[src/rtl/sha3_job_pkg.sv]
// Shared definitions for the sha3 job sequencer: FSM states, register map
// offsets, STATUS bit positions and the byte-length to word-count helper.
package sha3_job_pkg;

    typedef enum logic [1:0] {
        IDLE     = 2'd0,
        ABSORB   = 2'd1,
        WAIT_DIG = 2'd2,
        DONE     = 2'd3
    } job_state_e;

    localparam logic [7:0] OFF_CTRL     = 8'h00;
    localparam logic [7:0] OFF_STATUS   = 8'h04;
    localparam logic [7:0] OFF_LEN      = 8'h08;
    localparam logic [7:0] OFF_DATA     = 8'h0C;
    localparam logic [7:0] OFF_IRQ_MASK = 8'h10;
    localparam logic [7:0] OFF_DIGEST   = 8'h20;

    localparam int STAT_BUSY      = 0;
    localparam int STAT_DONE      = 1;
    localparam int STAT_FULL      = 2;
    localparam int STAT_EMPTY     = 3;
    localparam int STAT_OVF_ERR   = 4;
    localparam int STAT_START_ERR = 5;

    // Number of 32-bit message words needed to carry len bytes.
    function automatic logic [15:0] len_to_words(input logic [15:0] len);
        logic [16:0] sum;
        sum = {1'b0, len} + 17'd3;
        return {1'b0, sum[16:2]};
    endfunction

endpackage

[src/rtl/sha3_job_fifo.sv]
// Synchronous word FIFO feeding message words to the core. A pop in the same
// cycle as a push frees a slot first, so a push into a full FIFO is accepted
// when it coincides with a pop. flush empties the FIFO immediately.
module sha3_job_fifo #(
    parameter int DEPTH = 8,
    parameter int W     = 32
) (
    input  logic         clk,
    input  logic         rst,
    input  logic         flush,
    input  logic         push,
    input  logic         pop,
    input  logic [W-1:0] din,
    output logic [W-1:0] dout,
    output logic         full,
    output logic         empty
);
    localparam int AW = $clog2(DEPTH);
    localparam int CW = AW + 1;

    logic [W-1:0]  mem [DEPTH];
    logic [AW-1:0] rd_ptr_q;
    logic [AW-1:0] wr_ptr_q;
    logic [CW-1:0] count_q;
    logic          push_ok;
    logic          pop_ok;

    assign full    = (count_q == CW'(DEPTH));
    assign empty   = (count_q == '0);
    assign pop_ok  = pop & ~empty;
    assign push_ok = push & (~full | pop_ok);
    assign dout    = mem[rd_ptr_q];

    // Pointer and occupancy bookkeeping.
    always_ff @(posedge clk) begin
        if (rst || flush) begin
            rd_ptr_q <= '0;
            wr_ptr_q <= '0;
            count_q  <= '0;
        end else begin
            if (push_ok) wr_ptr_q <= wr_ptr_q + AW'(1);
            if (pop_ok)  rd_ptr_q <= rd_ptr_q + AW'(1);
            case ({push_ok, pop_ok})
                2'b10:   count_q <= count_q + CW'(1);
                2'b01:   count_q <= count_q - CW'(1);
                default: count_q <= count_q;
            endcase
        end
    end

    // Storage array; contents are don't-care while empty.
    always_ff @(posedge clk) begin
        if (push_ok) mem[wr_ptr_q] <= din;
    end

endmodule

[src/rtl/sha3_job_ctrl.sv]
// Wishbone-slave job sequencer in front of the sha3 core. Firmware loads a
// byte length, pushes message words, writes START; the FSM streams the words
// into the core, captures the digest words, then flags done.
// Optional feature macro: SHA3_JOB_IRQ_EN adds the IRQ_MASK register at 0x10
// and drives irq_o = done & mask; without it irq_o is tied low.
// Core handshake: a message word moves when core_valid_o & core_ready_i are
// both high at a clock edge; valid never depends on ready.
module sha3_job_ctrl
    import sha3_job_pkg::*;
#(
    parameter logic [31:0] BASE_ADDR    = 32'h3000_0000,
    parameter int          FIFO_DEPTH   = 8,
    parameter int          DIGEST_WORDS = 8
) (
    input  logic        wb_clk_i,
    input  logic        wb_rst_i,
    input  logic        wbs_cyc_i,
    input  logic        wbs_stb_i,
    input  logic        wbs_we_i,
    input  logic [3:0]  wbs_sel_i,
    input  logic [31:0] wbs_adr_i,
    input  logic [31:0] wbs_dat_i,
    output logic        wbs_ack_o,
    output logic [31:0] wbs_dat_o,
    output logic        core_start_o,
    output logic        core_abort_o,
    output logic [15:0] core_len_o,
    output logic        core_valid_o,
    output logic [31:0] core_dat_o,
    output logic        core_last_o,
    input  logic        core_ready_i,
    input  logic        core_dig_valid_i,
    input  logic [31:0] core_dig_dat_i,
    output logic        irq_o
);
    localparam int DIG_IW = (DIGEST_WORDS > 1) ? $clog2(DIGEST_WORDS) : 1;

    job_state_e        state_q, state_d;
    logic [15:0]       len_q;
    logic [15:0]       cnt_q;
    logic [DIG_IW-1:0] dig_idx_q;
    logic [31:0]       dig_q [DIGEST_WORDS];
    logic              done_q, ovf_q, start_err_q;
    logic              ack_q, start_pulse_q, abort_pulse_q;
    logic [31:0]       dat_q, rdata;
    logic              mask_q;

    logic [7:0]  off;
    logic        wb_hit, wr_en, start_cmd, abort_cmd, status_wr, busy;
    logic        fifo_push, fifo_pop, fifo_flush, fifo_full, fifo_empty;
    logic [31:0] fifo_dout;
    logic        job_start, job_start_err, dig_wr, beat;

    assign off       = wbs_adr_i[7:0];
    assign wb_hit    = wbs_cyc_i & wbs_stb_i & ~ack_q & (wbs_adr_i[31:8] == BASE_ADDR[31:8]);
    assign wr_en     = wb_hit & wbs_we_i & (wbs_sel_i == 4'hF);
    assign start_cmd = wr_en & (off == OFF_CTRL) & wbs_dat_i[0];
    assign abort_cmd = wr_en & (off == OFF_CTRL) & wbs_dat_i[1];
    assign status_wr = wr_en & (off == OFF_STATUS);
    assign fifo_push = wr_en & (off == OFF_DATA);
    assign busy      = (state_q != IDLE);

    sha3_job_fifo #(.DEPTH(FIFO_DEPTH), .W(32)) u_fifo (
        .clk   (wb_clk_i),
        .rst   (wb_rst_i),
        .flush (fifo_flush),
        .push  (fifo_push),
        .pop   (fifo_pop),
        .din   (wbs_dat_i),
        .dout  (fifo_dout),
        .full  (fifo_full),
        .empty (fifo_empty)
    );

    // Next-state logic and core-side stream outputs; ABORT overrides everything.
    always_comb begin
        state_d       = state_q;
        job_start     = 1'b0;
        job_start_err = 1'b0;
        dig_wr        = 1'b0;
        fifo_flush    = 1'b0;
        core_valid_o  = (state_q == ABSORB) & ~fifo_empty;
        core_dat_o    = core_valid_o ? fifo_dout : 32'h0;
        core_last_o   = core_valid_o & (cnt_q == 16'd1);
        beat          = core_valid_o & core_ready_i;
        fifo_pop      = beat;
        if (abort_cmd) begin
            state_d    = IDLE;
            fifo_flush = 1'b1;
        end else begin
            if (start_cmd) begin
                if (busy) job_start_err = 1'b1;
                else      job_start     = 1'b1;
            end
            case (state_q)
                IDLE:     if (job_start) state_d = (len_q == 16'd0) ? WAIT_DIG : ABSORB;
                ABSORB:   if (beat && cnt_q == 16'd1) state_d = WAIT_DIG;
                WAIT_DIG: begin
                    if (core_dig_valid_i) begin
                        dig_wr = 1'b1;
                        if (dig_idx_q == DIG_IW'(DIGEST_WORDS - 1)) state_d = DONE;
                    end
                end
                DONE:     state_d = IDLE;
                default:  state_d = IDLE;
            endcase
        end
    end

    // Register read mux; unmapped offsets read zero.
    always_comb begin
        rdata = 32'h0;
        for (int i = 0; i < DIGEST_WORDS; i++) begin
            if (off == OFF_DIGEST + 8'(4 * i)) rdata = dig_q[i];
        end
        case (off)
            OFF_STATUS: begin
                rdata[STAT_BUSY]      = busy;
                rdata[STAT_DONE]      = done_q;
                rdata[STAT_FULL]      = fifo_full;
                rdata[STAT_EMPTY]     = fifo_empty;
                rdata[STAT_OVF_ERR]   = ovf_q;
                rdata[STAT_START_ERR] = start_err_q;
            end
            OFF_LEN:      rdata = {16'h0, len_q};
`ifdef SHA3_JOB_IRQ_EN
            OFF_IRQ_MASK: rdata = {31'h0, mask_q};
`endif
            default:      ;
        endcase
    end

    // FSM state, bus response, counters and status bits.
    always_ff @(posedge wb_clk_i) begin
        if (wb_rst_i) begin
            state_q       <= IDLE;
            ack_q         <= 1'b0;
            dat_q         <= 32'h0;
            start_pulse_q <= 1'b0;
            abort_pulse_q <= 1'b0;
            len_q         <= 16'h0;
            cnt_q         <= 16'h0;
            dig_idx_q     <= '0;
            done_q        <= 1'b0;
            ovf_q         <= 1'b0;
            start_err_q   <= 1'b0;
        end else begin
            state_q       <= state_d;
            ack_q         <= wb_hit;
            dat_q         <= (wb_hit && !wbs_we_i) ? rdata : 32'h0;
            start_pulse_q <= job_start;
            abort_pulse_q <= abort_cmd;
            if (wr_en && off == OFF_LEN && !busy) len_q <= wbs_dat_i[15:0];
            if (job_start)  cnt_q <= len_to_words(len_q);
            else if (beat)  cnt_q <= cnt_q - 16'd1;
            if (job_start)   dig_idx_q <= '0;
            else if (dig_wr) dig_idx_q <= dig_idx_q + DIG_IW'(1);
            if (state_q == DONE)                    done_q <= 1'b1;
            else if (job_start)                     done_q <= 1'b0;
            else if (status_wr && wbs_dat_i[STAT_DONE]) done_q <= 1'b0;
            if (fifo_push && fifo_full && !fifo_pop) ovf_q <= 1'b1;
            else if (status_wr && wbs_dat_i[STAT_OVF_ERR]) ovf_q <= 1'b0;
            if (job_start_err) start_err_q <= 1'b1;
            else if (status_wr && wbs_dat_i[STAT_START_ERR]) start_err_q <= 1'b0;
        end
    end

    // Digest capture; a new job clears every word.
    always_ff @(posedge wb_clk_i) begin
        for (int i = 0; i < DIGEST_WORDS; i++) begin
            if (wb_rst_i || job_start)                    dig_q[i] <= 32'h0;
            else if (dig_wr && dig_idx_q == DIG_IW'(i))   dig_q[i] <= core_dig_dat_i;
        end
    end

`ifdef SHA3_JOB_IRQ_EN
    // Interrupt mask register.
    always_ff @(posedge wb_clk_i) begin
        if (wb_rst_i) mask_q <= 1'b0;
        else if (wr_en && off == OFF_IRQ_MASK) mask_q <= wbs_dat_i[0];
    end
    assign irq_o = done_q & mask_q;
`else
    assign mask_q = 1'b0;
    assign irq_o  = 1'b0;
`endif

    assign wbs_ack_o    = ack_q;
    assign wbs_dat_o    = dat_q;
    assign core_start_o = start_pulse_q;
    assign core_abort_o = abort_pulse_q;
    assign core_len_o   = len_q;

endmodule

[config.mk]
export PLATFORM = sky130hd
export DESIGN_NAME = sha3_job_ctrl
export DESIGN_NICKNAME = d
export VERILOG_FILES = /design/src/rtl/sha3_job_pkg.sv /design/src/rtl/sha3_job_fifo.sv /design/src/rtl/sha3_job_ctrl.sv
export SDC_FILE = /design/constraint.sdc
export NUM_CORES = 1
export LEC_CHECK = 0
export CAP_MARGIN = 20
export CORE_UTILIZATION = 28
export CTS_BUF_LIST = sky130_fd_sc_hd__clkbuf_16
export DETAILED_ROUTE_END_ITERATION = 10
export PLACE_DENSITY = 0.56
export SLEW_MARGIN = 20
export SYNTH_ARGS = -nofsm -noshare
export SYNTH_HDL_FRONTEND = slang
export SYNTH_SLANG_ARGS = --single-unit
[constraint.sdc]
create_clock -name wb_clk_i -period 6.1 [get_ports wb_clk_i]
set_clock_uncertainty 0.05 [all_clocks]
set_input_delay 0.915 -clock wb_clk_i [delete_from_list [all_inputs] [get_ports wb_clk_i]]
set_output_delay 0.915 -clock wb_clk_i [all_outputs]
set_load 0.01 [all_outputs]
==> flow_metrics.py <==
metrics = {
    "synth": {
        "async_flop_share": 0,
        "netlist_area_um2": 25710,
        "synth_nets": 1923,
        "syn_inst": 1799,
        "yosysTopAreaCell": "edfxtp_1",
        "synth_seq_cells": 600,
        "ys_types": 68,
        "ys.flop_type": "edfxtp_1",
        "ys_warn_count": 0,
        "ys_top_cells_by_area": "edfxtp_1 60%, dfxtp_1 6.9%, and2_1 6.3%",
        "yosysSeqAreaShare": 0.6665,
        "syn_area_per_cell_um2": 14.29,
        "synth_edf_count": 512,
        "synth_top_area_share": 0.5980,
    },
    "place": {
        "place_area_um2": 29230,
        "dp_slack_ns": 1.259,
        "post-dp-hpwl_um": 45820,
        "io_buffers": 191,
        "gp_congestion": 0.8396,
    },
    "drt": {
        "ant_nets": 0,
        "drcViolationCount": 0,
        "drt_wl_total_um": 73740,
        "drt_iter0_markers": 1406,
        "wl_per_cell_um": 22.93,
        "num_vias": 16140,
        "first_pass_iters": 5,
        "viasPerCell": 5.019,
    },
    "clock_network": {
        "path_clk_slew_ns": 0.07,
        "tritoncts": "yes",
        "clock_latency_ns": 0.64,
        "clock_path_buffers": 3,
        "postCtsHoldBufs": 0,
        "cts-root-buf": "clkbuf_16",
        "cts_resized": 0,
        "clock_sinks": 600,
        "post_cts_buffers": 0,
        "htree_levels": 2,
        "cts-buffers-inserted": 60,
    },
    "pwr": {
        "clkPwrFrac": 0.429,
        "ir_drop_uv": 226.1,
        "swShare": 0.2180,
        "power.internal_mw": 6.737,
        "power_density_nw_per_um2": 275.8,
        "p_leak_nw": 10.11,
        "p_sw_mw": 1.879,
        "power_frac_seq": 0.527,
        "p_comb_frac": 0.044,
    },
    "setup_path": {
        "crit_path_end_kind": "primary output",
        "critPathRequiredTime_ns": 5.13,
        "startpoint_type": "flip-flop",
        "arrival_ns": 3.40,
        "crit_chain": "buf_4 > mux4_2 > mux2i_1 > nor2_1 > clkdlybuf4s50_1",
        "crit_path_max_fanout": 33,
        "path_class": "reg2out",
        "critical_path.top_delay_family": "buffers and inverters",
        "worst-path-buf-inv": 2,
        "slowest_stage": "dfxtp_2",
        "cpPeakStageDelay_ns": 0.92,
    },
    "cells_and_area": {
        "final_core_util": 0.3454,
        "num-nets-final": 2110,
        "area_delta_synth_final_pct": 21.48,
        "layout-drive-gt1-share": 0.1300,
        "final_area_um2": 31230,
        "fill_cells": 8686,
    },
    "job": {
        "cap_violations": 0,
    },
    "global_route": {
        "grt_usage": 0.1561,
        "grt_pass1_wl_um": 109200,
        "antenna_found_initial": 5,
        "grt_pass1_vias": 16450,
        "grt_overflow_total": 0,
        "grt_max_degree": 51,
    },
    "floorplanning": {
        "core.rowCount": 110,
        "die_w_um": 305.0,
        "ioPinCount": 193,
        "die_area_um2": 93040,
        "die_h_um": 305.0,
        "start_util": 0.2843,
        "core_area_um2": 90420,
    },
    "sta": {
        "fmax_ghz": 0.2290,
        "relSlewSlack": 0.2739,
        "fin_ws_ns": 1.734,
        "finalCritPeriodShare": 0.7158,
        "rsz0062_at_grt": "false",
        "report.final.slew_viol_count": 0,
        "tns_ns": 0,
        "worst_slew_pin_slew_ns": 1.085,
        "period_needed_ns": 4.366,
        "hold_viol": 0,
        "setup_viol": 0,
    },
    "outcome": {
        "outcome": "finished clean",
    },
    "hold_path": {
        "holdCritPathClass": "reg2reg",
    },
}
[path summary, 6_finish.rpt]
| path | startpoint | to | slack (ns) | cells past startpoint |
|---|---|---|---|---|
| worst min register to register | start_err_q | start_err_q | 0.44 | 2 |
| worst max-delay path | flip-flop | core_dat_o[15] | 1.73 | 5 |
| worst min-delay path | start_err_q | start_err_q | 0.44 | 2 |
| worst max register to register | u_fifo.count_q[0] | u_fifo.count_q[2] | 1.92 | 13 |
[kinds of logic (layout without fill, tap and decap cells)]
| logic type | count (synthesis) | in the layout | synth area share |
|---|---|---|---|
| XOR/XNOR | 28 | 28 | 0.009539 |
| adder cells (fa/ha/maj) | 17 | 17 | 0.008273 |
| other | 1 | 3 | 0.0001459 |
| AO/OA/AOI/OAI | 291 | 291 | 0.07821 |
| multiplexers | 134 | 134 | 0.08385 |
| AND/OR/NAND/NOR | 586 | 586 | 0.1310 |
| buffers and inverters | 142 | 381 | 0.02248 |
| flip-flops | 600 | 600 | 0.6665 |
[layout make-up]
class	instances	area (um2)	share of cell area
Clock inverter	54	465.4	0.01490
Antenna cell	2	5.005	0.0001602
Inverter	19	71.32	0.002283
Tap cell	1176	1471	0.04711
Sequential cell	600	17140	0.5489
Timing Repair Buffer	248	2350	0.07523
Clock buffer	60	1501	0.04807
Multi-Input combinational cell	1057	8225	0.2634
[flip-flops by register name, indices dropped and copies added (netlist names), named ones only]
register         cells
u_fifo.count_q       4
dig_idx_q            3
dig_q              256
u_fifo.rd_ptr_q      3
core_len_o          16
core_start_o         1
wbs_ack_o            1
state_q              2
wbs_dat_o           32
start_err_q          1
core_abort_o         1
u_fifo.mem         256
u_fifo.wr_ptr_q      3
ovf_q                1
cnt_q               16
done_q               1
[power by group through the flow]
stage | sequential, mW | clock [mW] | combinational, mW
6_report | 4.54 | 3.70 | 0.376
3_3_place_gp | 4.63 | 0 | 0.362
2_1_floorplan | 4.63 | 0 | 0.159
3_5_place_dp | 4.63 | 0 | 0.371
4_1_cts | 4.54 | 3.77 | 0.373
5_1_grt | 4.55 | 3.92 | 0.401
[layout by cell type, fill, tap and decap left out, types with 14 or more instances in the layout]
master,netlist,routed
a211oi_1,23,22
a21oi_1,58,58
a22oi_1,27,27
and2_1,257,257
buf_4,2,56
clkbuf_16,0,60
clkdlybuf4s50_1,0,189
clkinv_1,1,15
dfxtp_1,88,85
edfxtp_1,512,512
ha_1,17,17
inv_1,16,28
mux2i_1,68,68
mux4_2,65,65
nand2_1,65,65
nand3_1,16,16
nor2_1,108,100
nor3_1,24,22
nor4_1,25,18
o21ai_0,47,41
o22ai_1,30,30
o2bb2ai_1,20,20
xnor2_1,14,14
xor2_1,14,14
[worst min-delay path: cells and delay by family, from the launching register on]
| kind | cells | cell delay (ns) |
|---|---|---|
| flip-flops | 1 | 0.32 |
| AO/OA/AOI/OAI | 2 | 0.13 |
[synthesized netlist by cell type (11+ instances only)]
cell and number:
o21ai_0 47, a222oi_1 11, xnor2_1 14, nor2b_1 11, a221oi_1 13, nand2_1 65
o2bb2ai_1 20, o22ai_1 30, nor2_1 108, nand2b_1 14, clkbuf_1 89, xor2_1 14
dfxtp_1 88, and2_1 257, a22oi_1 27, edfxtp_1 512, a211oi_1 23, mux2i_1 68
mux4_2 65, a21oi_1 58, nor4_1 25, nand4_1 11, nor3_1 24, ha_1 17
nand3_1 16, buf_1 12, buf_2 18, inv_1 16
[metal layers]
| metal | wire length [um] | GRT usage | vias to the layer above |
|---|---|---|---|
| met5 | 46 | 0 | - |
| met4 | 1201 | 0.03218 | 8 |
| met3 | 5288 | 0.03122 | 94 |
| met2 | 34840 | 0.2548 | 596 |
| met1 | 32360 | 0.2142 | 8197 |
| li1 | - | - | 7246 |
[through the flow]
| step | hold WS, ns | std cells | total power [mW] |
|---|---|---|---|
| floorplan | 0.3990 | 1799 | 4.788 |
| global placement | 0.4166 | 3099 | 4.988 |
| detailed placement | 0.4219 | 3099 | 5.001 |
| CTS | 0.4364 | 3213 | 8.685 |
| global route | 0.4567 | 3214 | 8.866 |
| finish | 0.4368 | 3216 | 8.615 |
Power figures use the tool's default switching activity.
